<file path="src/rtl/div_if.sv">
// Request/response bundle between the EX stage (master) and the divider (slave).
interface div_if;
  logic        start_i;
  logic        signed_div_i;
  logic [31:0] opdata1_i;
  logic [31:0] opdata2_i;
  logic        annul_i;
  logic [63:0] result_o;
  logic        ready_o;
  logic        busy_o;

  modport master (
    output start_i, signed_div_i, opdata1_i, opdata2_i, annul_i,
    input  result_o, ready_o, busy_o
  );

  modport slave (
    input  start_i, signed_div_i, opdata1_i, opdata2_i, annul_i,
    output result_o, ready_o, busy_o
  );
endinterface

</file>
<file path="src/rtl/div_seq.sv">
// Multi-cycle restoring divider for the EX stage: 32 iterations, one quotient bit per cycle.
// Presents {remainder, quotient} for the HI/LO write path; handles DIV and DIVU.
module div_seq (
  input  logic clk,
  input  logic rst,
  div_if.slave bus_io
);

  typedef enum logic [1:0] {
    StIdle   = 2'b00,
    StByZero = 2'b01,
    StOn     = 2'b10,
    StEnd    = 2'b11
  } state_e;

  state_e      state_q, state_d;
  logic [5:0]  cnt_q, cnt_d;
  logic [31:0] dvd_q, dvd_d;
  logic [31:0] dvs_q, dvs_d;
  logic [32:0] rem_q, rem_d;
  logic [31:0] quot_q, quot_d;
  logic        neg_quot_q, neg_quot_d;
  logic        neg_rem_q, neg_rem_d;
  logic [63:0] result_q, result_d;
  logic        ready_q, ready_d;

  logic        accept;
  logic        div_by_zero;
  logic        iter_done;
  logic [31:0] op1_abs, op2_abs;
  logic [32:0] rem_shift, rem_sub;
  logic        rem_ge;
  logic [31:0] quot_fix, rem_fix;

  assign accept      = bus_io.start_i && !bus_io.annul_i;
  assign div_by_zero = (bus_io.opdata2_i == 32'd0);
  assign iter_done   = (cnt_q == 6'd32);

  // Magnitudes; 0x80000000 negates to itself, which is the intended wrap.
  assign op1_abs = (bus_io.signed_div_i && bus_io.opdata1_i[31]) ?
                   (~bus_io.opdata1_i + 32'd1) : bus_io.opdata1_i;
  assign op2_abs = (bus_io.signed_div_i && bus_io.opdata2_i[31]) ?
                   (~bus_io.opdata2_i + 32'd1) : bus_io.opdata2_i;

  assign rem_shift = {rem_q[31:0], dvd_q[31]};
  assign rem_ge    = (rem_shift >= {1'b0, dvs_q});
  assign rem_sub   = rem_shift - {1'b0, dvs_q};

  assign quot_fix = neg_quot_q ? (~quot_q + 32'd1) : quot_q;
  assign rem_fix  = neg_rem_q ? (~rem_q[31:0] + 32'd1) : rem_q[31:0];

  // State register
  always_ff @(posedge clk or posedge rst) begin
    if (rst) begin
      state_q    <= StIdle;
      cnt_q      <= 6'd0;
      dvd_q      <= 32'd0;
      dvs_q      <= 32'd0;
      rem_q      <= 33'd0;
      quot_q     <= 32'd0;
      neg_quot_q <= 1'b0;
      neg_rem_q  <= 1'b0;
      result_q   <= 64'd0;
      ready_q    <= 1'b0;
    end else begin
      state_q    <= state_d;
      cnt_q      <= cnt_d;
      dvd_q      <= dvd_d;
      dvs_q      <= dvs_d;
      rem_q      <= rem_d;
      quot_q     <= quot_d;
      neg_quot_q <= neg_quot_d;
      neg_rem_q  <= neg_rem_d;
      result_q   <= result_d;
      ready_q    <= ready_d;
    end
  end

  // Next-state logic
  always_comb begin
    state_d = state_q;
    case (state_q)
      StIdle: begin
        if (accept) state_d = div_by_zero ? StByZero : StOn;
      end
      StByZero: begin
        state_d = bus_io.annul_i ? StIdle : StEnd;
      end
      StOn: begin
        if (bus_io.annul_i)  state_d = StIdle;
        else if (iter_done)  state_d = StEnd;
      end
      StEnd: begin
        if (!bus_io.start_i) state_d = StIdle;
      end
      default: state_d = StIdle;
    endcase
  end

  // Datapath and output next values
  always_comb begin
    cnt_d      = cnt_q;
    dvd_d      = dvd_q;
    dvs_d      = dvs_q;
    rem_d      = rem_q;
    quot_d     = quot_q;
    neg_quot_d = neg_quot_q;
    neg_rem_d  = neg_rem_q;
    result_d   = result_q;
    ready_d    = ready_q;
    case (state_q)
      StIdle: begin
        if (accept) begin
          dvd_d      = op1_abs;
          dvs_d      = op2_abs;
          neg_quot_d = bus_io.signed_div_i && (bus_io.opdata1_i[31] ^ bus_io.opdata2_i[31]);
          neg_rem_d  = bus_io.signed_div_i && bus_io.opdata1_i[31];
          cnt_d      = 6'd0;
          rem_d      = 33'd0;
          quot_d     = 32'd0;
        end
      end
      StByZero: begin
        result_d = 64'd0;
        ready_d  = !bus_io.annul_i;
      end
      StOn: begin
        if (bus_io.annul_i) begin
          result_d = 64'd0;
          ready_d  = 1'b0;
        end else if (iter_done) begin
          result_d = {rem_fix, quot_fix};
          ready_d  = 1'b1;
        end else begin
          rem_d  = rem_ge ? rem_sub : rem_shift;
          quot_d = {quot_q[30:0], rem_ge};
          dvd_d  = {dvd_q[30:0], 1'b0};
          cnt_d  = cnt_q + 6'd1;
        end
      end
      StEnd: begin
        if (!bus_io.start_i) begin
          result_d = 64'd0;
          ready_d  = 1'b0;
        end
      end
      default: begin
        result_d = 64'd0;
        ready_d  = 1'b0;
      end
    endcase
  end

  assign bus_io.result_o = result_q;
  assign bus_io.ready_o  = ready_q;
  assign bus_io.busy_o   = (state_q == StOn) || (state_q == StByZero);

endmodule

</file>
<file path="src/flat_wrapper.sv">
// flat-port wrapper written by rule: the top's interface ports become plain ports
module div_seq_flat 
  (clk, rst, bus_io_start_i, bus_io_signed_div_i, bus_io_opdata1_i, bus_io_opdata2_i, bus_io_annul_i, bus_io_result_o, bus_io_ready_o, bus_io_busy_o);
  div_if bus_io_i ();
  input  logic clk;
  input  logic rst;
  input wire logic [$bits(bus_io_i.start_i)-1:0] bus_io_start_i;
  input wire logic [$bits(bus_io_i.signed_div_i)-1:0] bus_io_signed_div_i;
  input wire logic [$bits(bus_io_i.opdata1_i)-1:0] bus_io_opdata1_i;
  input wire logic [$bits(bus_io_i.opdata2_i)-1:0] bus_io_opdata2_i;
  input wire logic [$bits(bus_io_i.annul_i)-1:0] bus_io_annul_i;
  output wire logic [$bits(bus_io_i.result_o)-1:0] bus_io_result_o;
  output wire logic [$bits(bus_io_i.ready_o)-1:0] bus_io_ready_o;
  output wire logic [$bits(bus_io_i.busy_o)-1:0] bus_io_busy_o;
  assign bus_io_i.start_i = bus_io_start_i;
  assign bus_io_i.signed_div_i = bus_io_signed_div_i;
  assign bus_io_i.opdata1_i = bus_io_opdata1_i;
  assign bus_io_i.opdata2_i = bus_io_opdata2_i;
  assign bus_io_i.annul_i = bus_io_annul_i;
  assign bus_io_result_o = bus_io_i.result_o;
  assign bus_io_ready_o = bus_io_i.ready_o;
  assign bus_io_busy_o = bus_io_i.busy_o;
  div_seq u_core (.clk(clk), .rst(rst), .bus_io(bus_io_i));
endmodule
</file>
<file path="config.mk">
export PLATFORM = sky130hd
export DESIGN_NAME = div_seq_flat
export DESIGN_NICKNAME = d
export VERILOG_FILES = /design/src/rtl/div_if.sv /design/src/rtl/div_seq.sv /design/src/flat_wrapper.sv
export SDC_FILE = /design/constraint.sdc
export NUM_CORES = 1
export LEC_CHECK = 0
export CAP_MARGIN = 20
export CORE_MARGIN = 2
export CORE_UTILIZATION = 55
export CTS_CLUSTER_SIZE = 30
export DETAILED_ROUTE_END_ITERATION = 12
export GPL_ROUTABILITY_DRIVEN = 1
export PLACE_DENSITY = 0.74
export SLEW_MARGIN = 20
export SYNTH_ARGS = -nofsm -noshare
export SYNTH_HDL_FRONTEND = slang
export SYNTH_SLANG_ARGS = --single-unit
export TNS_END_PERCENT = 20
</file>
<file path="constraint.sdc">
create_clock -name clk -period 10.4 [get_ports clk]
set_input_delay 3.12 -clock clk [delete_from_list [all_inputs] [get_ports clk]]
set_output_delay 3.12 -clock clk [all_outputs]
set_load 0.01 [all_outputs]
</file>
==> results.md, run 1 <==
* Status: completed
* Yosys warnings at 0
* Post-synthesis adder-cell area fraction at 0.0437
* Worst Max-Slew Pin Slew at 1.06 ns
* Post-synthesis compound-gate area fraction at 0.208
* Seq/Total Area, Yosys at 0.407
* Chip Height at 155 um
* Gpl congestion at 0.953
* All-Layer GR Usage at 0.250
* Total grt overflow at 0
* WS Path Type: input pin to flip-flop
* Initial core utilization at 0.556
* Port Buf Inserts at 134
* Dpl hpwl at 21,500 um
* Most frequent cells in the layout: nand2_1 (245), dfrtp_1 (203), o21ai_0 (200)
* Synth Net Count at 1,590
* Deepest clock path buffer count at 3
* Synth async-reset ratio at 1.00
* Pin count of the biggest net entering global routing at 148
* Max-slew violations at 0
* 1st-iter DRT viols at 766
* VDD IR max at 162 uV
* Routed Antenna Nets at 0
* Clk sinks at 203
* Pwr Density at 313 nW/um2
* Utilization after layout at 0.657
* Root Driver: clkbuf_16
* CTS clk-pin slew, worst paths at 0.06 ns
* Largest family of logic cells by synthesized area: compound AO/OA/AOI/OAI gates
* R2r worst-path depth at 12
* Worst setup EP type: flip-flop
* Area growth from synthesis to layout at 18.2%
* Final setup viols at 0
* Synth unique cells at 62
* Die area at 23,900 um2
* #FFs+latches synth at 203
* Logic pwr share at 0.539
* CTS Buf Count at 23
* Post-route setup TNS at 0 ns
* Hold depth at 2
* CTS Hold Bufs at 0
* Final hold vios at 0
* Clock Latency Late Sink at 0.51 ns
* CTS tree: done
* Core Rows at 55
* Max-cap violations at 0
* Final net count at 1,680
* Synth Instances at 1,478
* Drt total wl at 30,000 um
* Fin crit period at 6.52 ns
* Vias after detailed routing at 10,800
* Psw at 2.04 mW
* Die X at 155 um
* Unrepaired setup endpoints after global routing: false
* Proportion of synthesized area in mux cells at 0.00883
* Number of global-route vias before repair at 9,996
* First-pass DRT Iterations at 5
* Period utilisation layout at 0.627
* Layout cells sized above 1 at 0.0511
* Sw Share at 0.442
* Crit path DAT at 6.93 ns
* Power Total at 4.61 mW
* I/O pins at 135
* Vias per cell at 5.77
* Ant diodes at 0
* LEAKAGE at 6.52 nW
* Achievable frequency at 0.153 GHz
* Final Skew at 0.0177 ns
* Post CTS Setup Buffer Count at 0
* Commonest non-fill, non-tap cell in the layout: nand2_1
* Int Power at 2.57 mW
* Worst EP required at 10.80 ns
* Syn avg cell area at 8.44 um2
* Min-Delay Path Class: flip-flop to flip-flop
* Flop pwr share at 0.282
* Per-cell routed wire length at 16.0 um
* Clk network pwr share at 0.179
* Simple-gate portion of the synthesized area at 0.187
* Number of gates resized after CTS at 0
* Worst setup SP type: input pin
* Post-synth EDFFs at 0
* Antenna violations before repair at 0
* Xor/xnor cell area share of the yosys netlist at 0.103
* Drt drc at 0
* Ys flop type: dfrtp_1
* Synthesized cell area at 12,500 um2
* Placeable core area at 22,400 um2
* First-pass GRT wire length at 49,800 um
* Hold slack final at 0.476 ns
* Slew Limit Headroom at 0.292
* Max FO, Critical Path at 59
* R2r setup slk at 5.73 ns
* H-Tree Depth at 1
registers in the layout, indices dropped and copies added (netlist names):
signal	cells
u_core.state_q	2
u_core.rem_q	32
u_core.neg_quot_q	1
u_core.dvs_q	32
u_core.bus_io.result_o	64
u_core.neg_rem_q	1
u_core.cnt_q	6
u_core.dvd_q	32
u_core.bus_io.ready_o	1
u_core.quot_q	32
path summary, 6_finish.rpt:
check,to,from
max,u_core.dvd_q[30],bus_io_annul_i
min,u_core.bus_io.result_o[54],u_core.bus_io.result_o[54]
max reg2reg,u_core.dvd_q[30],u_core.state_q[0]
min reg2reg,u_core.bus_io.result_o[54],u_core.bus_io.result_o[54]
max in group asynchronous,u_core.dvs_q[25],rst
min in group asynchronous,u_core.bus_io.result_o[24],rst
logic make-up after synthesis:
family,after synthesis
xor+xnor,146
mux,11
fa+ha+maj,43
compound gates,438
buf+inv,130
simple gates,507
flops,203
power groups by stage:
stage	clock network (mW)	logic, mW	registers, mW
after global routing	0.870	2.79	1.34
after floorplan	0	1.84	1.25
after global placement	0	2.41	1.30
final	0.825	2.48	1.30
after CTS	0.833	2.47	1.30
after detailed placement	0	2.46	1.31
worst max-delay path: stages:
cell and delay [ns]:
clkdlybuf4s50_1 0.48, nand2b_1 0.66, a31oi_1 0.52, and2_1 0.86
buf_4 0.41, nor2_4 0.10, buf_4 0.33, a21oi_1 0.18
o21ai_0 0.10, o21a_1 0.13
area by class of cell:
cell class / instances / area [um2]
Multi-Input combinational cell: 1145 / 6890
Fill cell: 1904 / 7690
Clock inverter: 9 / 108
Inverter: 51 / 199
Clock buffer: 32 / 669
Sequential cell: 203 / 5080
Tap cell: 285 / 357
Timing Repair Buffer: 144 / 1440
layer usage:
metal / up-vias / track usage / part of all wire
met5: - / 0 / 0
met4: 0 / 0.0538 / 0.016
met3: 38 / 0.0252 / 0.055
met2: 297 / 0.385 / 0.44
met1: 5090 / 0.383 / 0.49
li1: 5356 / - / -
synthesized netlist by cell type (all sizes together) (6+ instances only):
cell type,number,area share
and2,7,0.0035
nor3,15,0.0064
a21o,21,0.013
dfrtp,203,0.41
and3,8,0.0040
inv,51,0.015
a21oi,102,0.041
xor2,94,0.066
mux2i,11,0.0088
o21a,6,0.0036
o41ai,14,0.011
o21ai,200,0.080
nor2b,10,0.0050
o31ai,49,0.031
ha,42,0.042
a31oi,14,0.0070
or4,8,0.0054
clkbuf,66,0.021
a32oi,7,0.0049
nand2,246,0.074
nand3,59,0.024
nand3b,7,0.0042
or2,12,0.0064
nand2b,12,0.0066
xnor2,52,0.037
nor4,10,0.0050
buf,12,0.0051
or3,23,0.013
nor2,81,0.024
per-stage QoR:
step / std cells / worst slack (ns) / cell area (um2)
after global routing: 1869 / 3.56 / 14700
final: 1869 / 3.88 / 14700
after floorplan: 1478 / 1.74 / 12500
after detailed placement: 1827 / 3.34 / 13900
after global placement: 1827 / 3.54 / 13900
after CTS: 1868 / 3.87 / 14700
Power figures use the tool's default switching activity.
==> run 2, diff against run 1 <==
clock period = 6.4 ns   (was 10.4 ns; I/O delays follow)
==> run 2 against run 1 <==
  * Hold slack got worse by 0.0017 ns
  * Worst setup slack got worse by 1.9 ns
  * Register-to-register slack got worse by 3.3 ns
  * Sequential power grew 63%
  * Non-clock buffer count increased by 4
  * Sequential share of layout area up 0.076 points
  * Largest power group unchanged
  * Core utilization shrank 0.14 points
  * Cell count increased by 0.21%
  * Count of clock-buffer cells in the layout up 1
  * Power grew 61%
  * Clock power increased by 52%
  * Critical endpoint is now u_core.dvs_q[30]
  * Die area unchanged
  * Critical path type unchanged
  * Highest routed layer unchanged
==> results.md, run 2 (synthesis gave the netlist of run 1 again) <==
* Status: completed (unchanged)
* First-pass DRT Iterations at 5 (unchanged)
* Clock Latency Late Sink at 0.52 ns (was 0.51 ns)
* Period utilisation layout at 0.697
* Multi-input logic area at 6890 um2 (about the same)
* Unrepaired setup endpoints after global routing: false (unchanged)
* Root Driver: clkbuf_16 (unchanged)
* Routed Antenna Nets at 0 (unchanged)
* Vias after detailed routing at 10,700 (was 10,800)
* Commonest non-fill, non-tap cell in the layout: nand2_1 (unchanged)
* Final setup viols at 0 (unchanged)
* Drt drc at 0 (unchanged)
* CP cell instances: clkdlybuf4s50_1, nor4_1, nand2b_1, nor3_1, and3_1, nand2_1, nor4_1, a21oi_1, xnor2_1, o21ai_0 (was clkdlybuf4s50_1, nand2b_1, a31oi_1, and2_1, buf_4, nor2_4, buf_4, a21oi_1, o21ai_0, o21a_1)
* Area growth from synthesis to layout at 17.9% (was 18.2%)
* Achievable frequency at 0.224 GHz
* Die X at 155 um (unchanged)
* Deepest clock path buffer count at 3 (unchanged)
* Fin crit period at 4.46 ns
* Slew Limit Headroom at 0.285 (was 0.292)
* WS Path Type: input pin to flip-flop (unchanged)
* Die area at 23,900 um2 (unchanged)
* Top cell by count, worst path: nor4_1 (was buf_4)
* Final hold vios at 0 (unchanged)
* Crit path largest cell delay at 0.64 ns (was 0.86 ns)
* Chip Height at 155 um (unchanged)
* CTS Hold Bufs at 0 (unchanged)
* Hold path startpoint: u_core.bus_io.result_o[14] (was u_core.bus_io.result_o[54])
* Dpl hpwl at 21,700 um (was 21,500 um)
* Largest register FFs at 64 (unchanged)
* Total grt overflow at 0 (unchanged)
* LEAKAGE at 6.50 nW (was 6.52 nW)
* Gpl congestion at 0.920 (was 0.953)
* Ant diodes at 0 (unchanged)
* Clk sinks at 203 (unchanged)
* Placeable core area at 22,400 um2 (unchanged)
* Crit path DAT at 4.83 ns (was 6.93 ns)
* Antenna violations before repair at 0 (unchanged)
* Slowest-stage cell, CP: nor4_1 (was and2_1)
* Worst Max-Slew Pin Slew at 1.07 ns (was 1.06 ns)
* Psw at 3.30 mW (was 2.04 mW)
* CTS clk-pin slew, worst paths at 0.06 ns (about the same)
* Max FO, Critical Path at 5 (was 59)
* VDD IR max at 217 uV (was 162 uV)
* Min-Delay Path Class: flip-flop to flip-flop (unchanged)
* Initial core utilization at 0.556 (unchanged)
* Final Skew at 0.0154 ns (was 0.0177 ns)
* CTS tree: done (unchanged)
* CTS Buf Count at 23 (unchanged)
* Worst setup EP type: flip-flop (unchanged)
* 1st-iter DRT viols at 704 (was 766)
* Layout cells sized above 1 at 0.0504 (was 0.0511)
* All-Layer GR Usage at 0.255 (was 0.250)
* R2r setup slk at 2.42 ns (was 5.73 ns)
* H-Tree Depth at 1 (unchanged)
* Clk network pwr share at 0.169 (was 0.179)
* Pin count of the biggest net entering global routing at 108 (was 148)
* Reg2reg start: u_core.rem_q[20] (was u_core.state_q[0])
* Fillers at 1,919 (was 1,904)
* CP Launch Point: bus_io_opdata2_i[3] (was bus_io_annul_i)
* Seq. cell area at 5080 um2 (unchanged)
* Port Buf Inserts at 134 (unchanged)
* Placed Area at 14,000 um2 (was 13,900 um2)
* Per-cell routed wire length at 16.1 um (was 16.0 um)
* Max-slew violations at 0 (unchanged)
* I/O pins at 135 (unchanged)
* Core Rows at 55 (unchanged)
* Drt total wl at 30,200 um (was 30,000 um)
* Vias per cell at 5.73 (was 5.77)
* Worst EP required at 6.78 ns (was 10.80 ns)
* Finished Cell Area at 14,700 um2 (about the same)
* Sw Share at 0.445 (was 0.442)
* Flop pwr share at 0.286 (was 0.282)
* Final net count at 1,684 (was 1,680)
* Worst setup SP type: input pin (unchanged)
* Max-cap violations at 0 (unchanged)
* Most frequent cells in the layout: nand2_1 (245), dfrtp_1 (203), o21ai_0 (200) (unchanged)
* Pwr Density at 504 nW/um2 (was 313 nW/um2)
* Number of gates resized after CTS at 0 (unchanged)
* Int Power at 4.12 mW (was 2.57 mW)
* Post CTS Setup Buffer Count at 0 (unchanged)
* First-pass GRT wire length at 50,700 um (was 49,800 um)
* Number of global-route vias before repair at 10,100 (was 9,996)
* Logic pwr share at 0.545 (was 0.539)
* Post-route setup TNS at 0 ns (unchanged)
-- run 2: cell count changes in the layout (fill, tap and decap cells not counted) --
cell / before / now
clkbuf_1: 3 / 7
buf_4: 9 / 12
clkbuf_8: 6 / 3
buf_12: 0 / 2
clkinv_2: 3 / 5
buf_16: 1 / 0
bufinv_16: 2 / 1
clkinv_4: 1 / 0
inv_8: 1 / 0
or3_1: 18 / 19
or3_2: 3 / 2
-- run 2: final cells by class --
class                           instances  area share
Sequential cell                       203       0.345
Timing Repair Buffer                  148       0.100
Tap cell                              285      0.0242
Multi-Input combinational cell       1145       0.469
Inverter                               51      0.0133
Clock inverter                          8     0.00485
Clock buffer                           33      0.0437
-- run 2: per-stage QoR --
| stage | setup WS, ns | hold WS, ns | utilization | total power, mW | std cells |
|---|---|---|---|---|---|
| 2_1_floorplan | 1.85 | 0.441 | - | 5.02 | 1478 |
| 3_3_place_gp | 1.51 | 0.462 | 0.624 | 6.04 | 1832 |
| 3_5_place_dp | 1.47 | 0.464 | 0.624 | 6.13 | 1832 |
| 4_1_cts | 1.96 | 0.477 | 0.656 | 7.41 | 1873 |
| 5_1_grt | 1.66 | 0.495 | 0.656 | 8.04 | 1873 |
| 6_report | 1.94 | 0.474 | 0.656 | 7.42 | 1873 |
-- run 2: path summary, 6_finish.rpt --
path | to | depth (start not counted)
min in group asynchronous | u_core.bus_io.result_o[44] | 2
worst max register to register | u_core.rem_q[26] | 10
max in group asynchronous | u_core.dvs_q[14] | 3
worst max-delay path | u_core.dvs_q[30] | 10
worst min-delay path | u_core.bus_io.result_o[14] | 2
worst min register to register | u_core.bus_io.result_o[14] | 2
-- run 2: critical path, delay by kind of cell --
family                 cells  cell delay [ns]
buffers and inverters      1             0.50
AO/OA/AOI/OAI              2             0.28
XOR/XNOR                   1             0.16
AND/OR/NAND/NOR            6             1.98
-- run 2: routing by layer --
layer	wire length, um	GRT usage
met1	15000	0.390
met2	13200	0.393
met3	1490	0.0247
met4	494	0.0600
met5	0	0
-- run 2: power groups by stage --
stage                     combinational (mW)  sequential, mW  clock [mW]
final                                   4.04            2.12        1.25
after global routing                    4.53            2.18        1.33
after CTS                               4.02            2.11        1.28
after detailed placement                4.00            2.13           0
after global placement                  3.93            2.11           0
after floorplan                         2.98            2.04           0
==> run 3, diff against run 2 <==
clock period = 4.4 ns   (was 6.4 ns; I/O delays follow)
==> run 3 against run 2 <==
  * Clock power grew 50%
  * Design area grew 0.81%
  * Largest cell class unchanged
  * Critical path type unchanged
  * Worst setup slack lost 1.3 ns
  * Non-clock buffer count grew 7
  * Die area is the same
  * Highest routed layer unchanged
==> results.md, run 3 (synthesis gave the netlist of run 1 again) <==
* Status: completed (unchanged)
* Layout cells sized above 1 at 0.0558 (was 0.0504)
* Final setup viols at 0 (unchanged)
* Met3 routed wirelength at 1770 um (was 1490 um)
* Deepest clock path buffer count at 3 (unchanged)
* Area growth from synthesis to layout at 18.9% (was 17.9%)
* Met2 wire len at 13,500 um (was 13,200 um)
* Final Skew at 0.0169 ns (was 0.0154 ns)
* Post-route setup slack at 0.619 ns (was 1.94 ns)
* Number of gates resized after CTS at 0 (unchanged)
* Final net count at 1,692 (was 1,684)
* First-pass DRT Iterations at 5 (unchanged)
* CTS Buf Count at 24 (was 23)
* Commonest non-fill, non-tap cell in the layout: nand2_1 (unchanged)
* Reg2reg start: u_core.dvd_q[31] (was u_core.rem_q[20])
* Unrepaired setup endpoints after global routing: false (unchanged)
* Initial core utilization at 0.556 (unchanged)
* CTS Hold Bufs at 0 (unchanged)
* Worst setup SP type: input pin (unchanged)
* Clk sinks at 203 (unchanged)
* All-Layer GR Usage at 0.258 (was 0.255)
* Vias after detailed routing at 10,900 (was 10,700)
* Worst R2R End: u_core.rem_q[24] (was u_core.rem_q[26])
* CP Launch Point: bus_io_opdata1_i[12] (was bus_io_opdata2_i[3])
* Achievable frequency at 0.264 GHz
* I/O pins at 135 (unchanged)
* Fillers at 1,899 (was 1,919)
* Pwr Density at 729 nW/um2 (was 504 nW/um2)
* Port Buf Inserts at 134 (unchanged)
* Highest routed layer: met4 (unchanged)
* Largest register FFs at 64 (unchanged)
* Most frequent cells in the layout: nand2_1 (245), dfrtp_1 (203), o21ai_0 (200) (unchanged)
* Placed cells at 1,839 (was 1,832)
* H-Tree Depth at 1 (unchanged)
* Pre-CTS setup slack at 0.109 ns (was 1.47 ns)
* Post CTS Setup Buffer Count at 0 (unchanged)
* Total grt overflow at 0 (unchanged)
* Fin cells at 1,881 (was 1,873)
* Final hold vios at 0 (unchanged)
* R2r setup slk at 1.04 ns (was 2.42 ns)
* Period utilisation layout at 0.859
* Pin count of the biggest net entering global routing at 90 (was 108)
* Die area at 23,900 um2 (unchanged)
* Crit path to: u_core.dvd_q[21] (was u_core.dvs_q[30])
* Chip Height at 155 um (unchanged)
* First-pass GRT wire length at 51,500 um (was 50,700 um)
* Worst setup EP type: flip-flop (unchanged)
* Core Rows at 55 (unchanged)
* WS Path Type: input pin to flip-flop (unchanged)
* Number of global-route vias before repair at 10,400 (was 10,100)
* Fin crit period at 3.78 ns
* Min-Delay Path Class: flip-flop to flip-flop (unchanged)
* Max-cap violations at 0 (unchanged)
* Gpl congestion at 0.914 (was 0.920)
* Max FO, Critical Path at 3 (was 5)
* Vias per cell at 5.81 (was 5.73)
* VDD IR max at 390 uV (was 217 uV)
* 1st-iter DRT viols at 768 (was 704)
* Utilization after layout at 0.661 (was 0.656)
* Crit path DAT at 4.14 ns (was 4.83 ns)
* Antenna violations before repair at 0 (unchanged)
* Root Driver: clkbuf_16 (unchanged)
* Per-cell routed wire length at 16.2 um (was 16.1 um)
* Worst Max-Slew Pin Slew at 1.09 ns (was 1.07 ns)
* Placeable core area at 22,400 um2 (unchanged)
* Clock Latency Late Sink at 0.52 ns (about the same)
* LEAKAGE at 6.56 nW (was 6.50 nW)
* Dpl hpwl at 21,500 um (was 21,700 um)
* Power Total at 10.8 mW (was 7.42 mW)
* CTS tree: done (unchanged)
* Worst EP required at 4.76 ns (was 6.78 ns)
* Met1 Routed Length at 14,600 um (was 15,000 um)
* Max-slew violations at 0 (unchanged)
* CTS clk-pin slew, worst paths at 0.06 ns (about the same)
* Slew Limit Headroom at 0.273 (was 0.285)
* Die X at 155 um (unchanged)
* Ant diodes at 0 (unchanged)
* Post-route setup TNS at 0 ns (unchanged)
* Drt drc at 0 (unchanged)
* Drt total wl at 30,400 um (was 30,200 um)
* Routed Antenna Nets at 0 (unchanged)
* R2r worst-path depth at 13 (was 10)
## run 3: final cells by class
class	instances	area, um2	area share
Tap cell	285	357	0.0240
Clock buffer	36	706	0.0476
Clock inverter	6	50.0	0.00338
Timing Repair Buffer	155	1550	0.104
Multi-Input combinational cell	1145	6890	0.465
Inverter	51	195	0.0132
Sequential cell	203	5080	0.343
## run 3: worst min path at each step
stage,endpoint,cells after the start,from
detailed placement,u_core.dvd_q[23],2,u_core.dvd_q[23]
CTS,u_core.bus_io.result_o[30],2,u_core.bus_io.result_o[30]
global placement,u_core.bus_io.result_o[29],2,u_core.bus_io.result_o[29]
finish,u_core.bus_io.result_o[41],2,u_core.bus_io.result_o[41]
floorplan,u_core.dvd_q[26],2,u_core.dvd_q[26]
global route,u_core.dvs_q[21],2,u_core.dvs_q[21]
## run 3: per-layer routing
layer / vias up / GRT usage
met5: - / 0
met4: 0 / 0.0560
met3: 40 / 0.0261
met2: 338 / 0.407
met1: 5163 / 0.388
li1: 5382 / -
## run 3: critical path, cell delays in order
cell and delay, ns:
clkdlybuf4s50_1 0.46, or4_1 0.60, or3_1 0.37, nor4_1 0.40
nand2_1 0.19, o41ai_1 0.36, xor2_1 0.17, nor2_1 0.05
a21oi_1 0.13, o21ai_0 0.08
## run 3: through the flow
stage          area [um2]  hold WS [ns]
2_1_floorplan       12500         0.441
3_3_place_gp        14100         0.459
3_5_place_dp        14100         0.467
4_1_cts             14800         0.480
5_1_grt             14800         0.499
6_report            14800         0.473
## run 3: where the power goes
group / total (mW) / internal [mW] / switching (mW)
logic: 5.84 / 2.44 / 3.41
registers: 3.09 / 2.48 / 0.608
clock network: 1.88 / 1.11 / 0.775
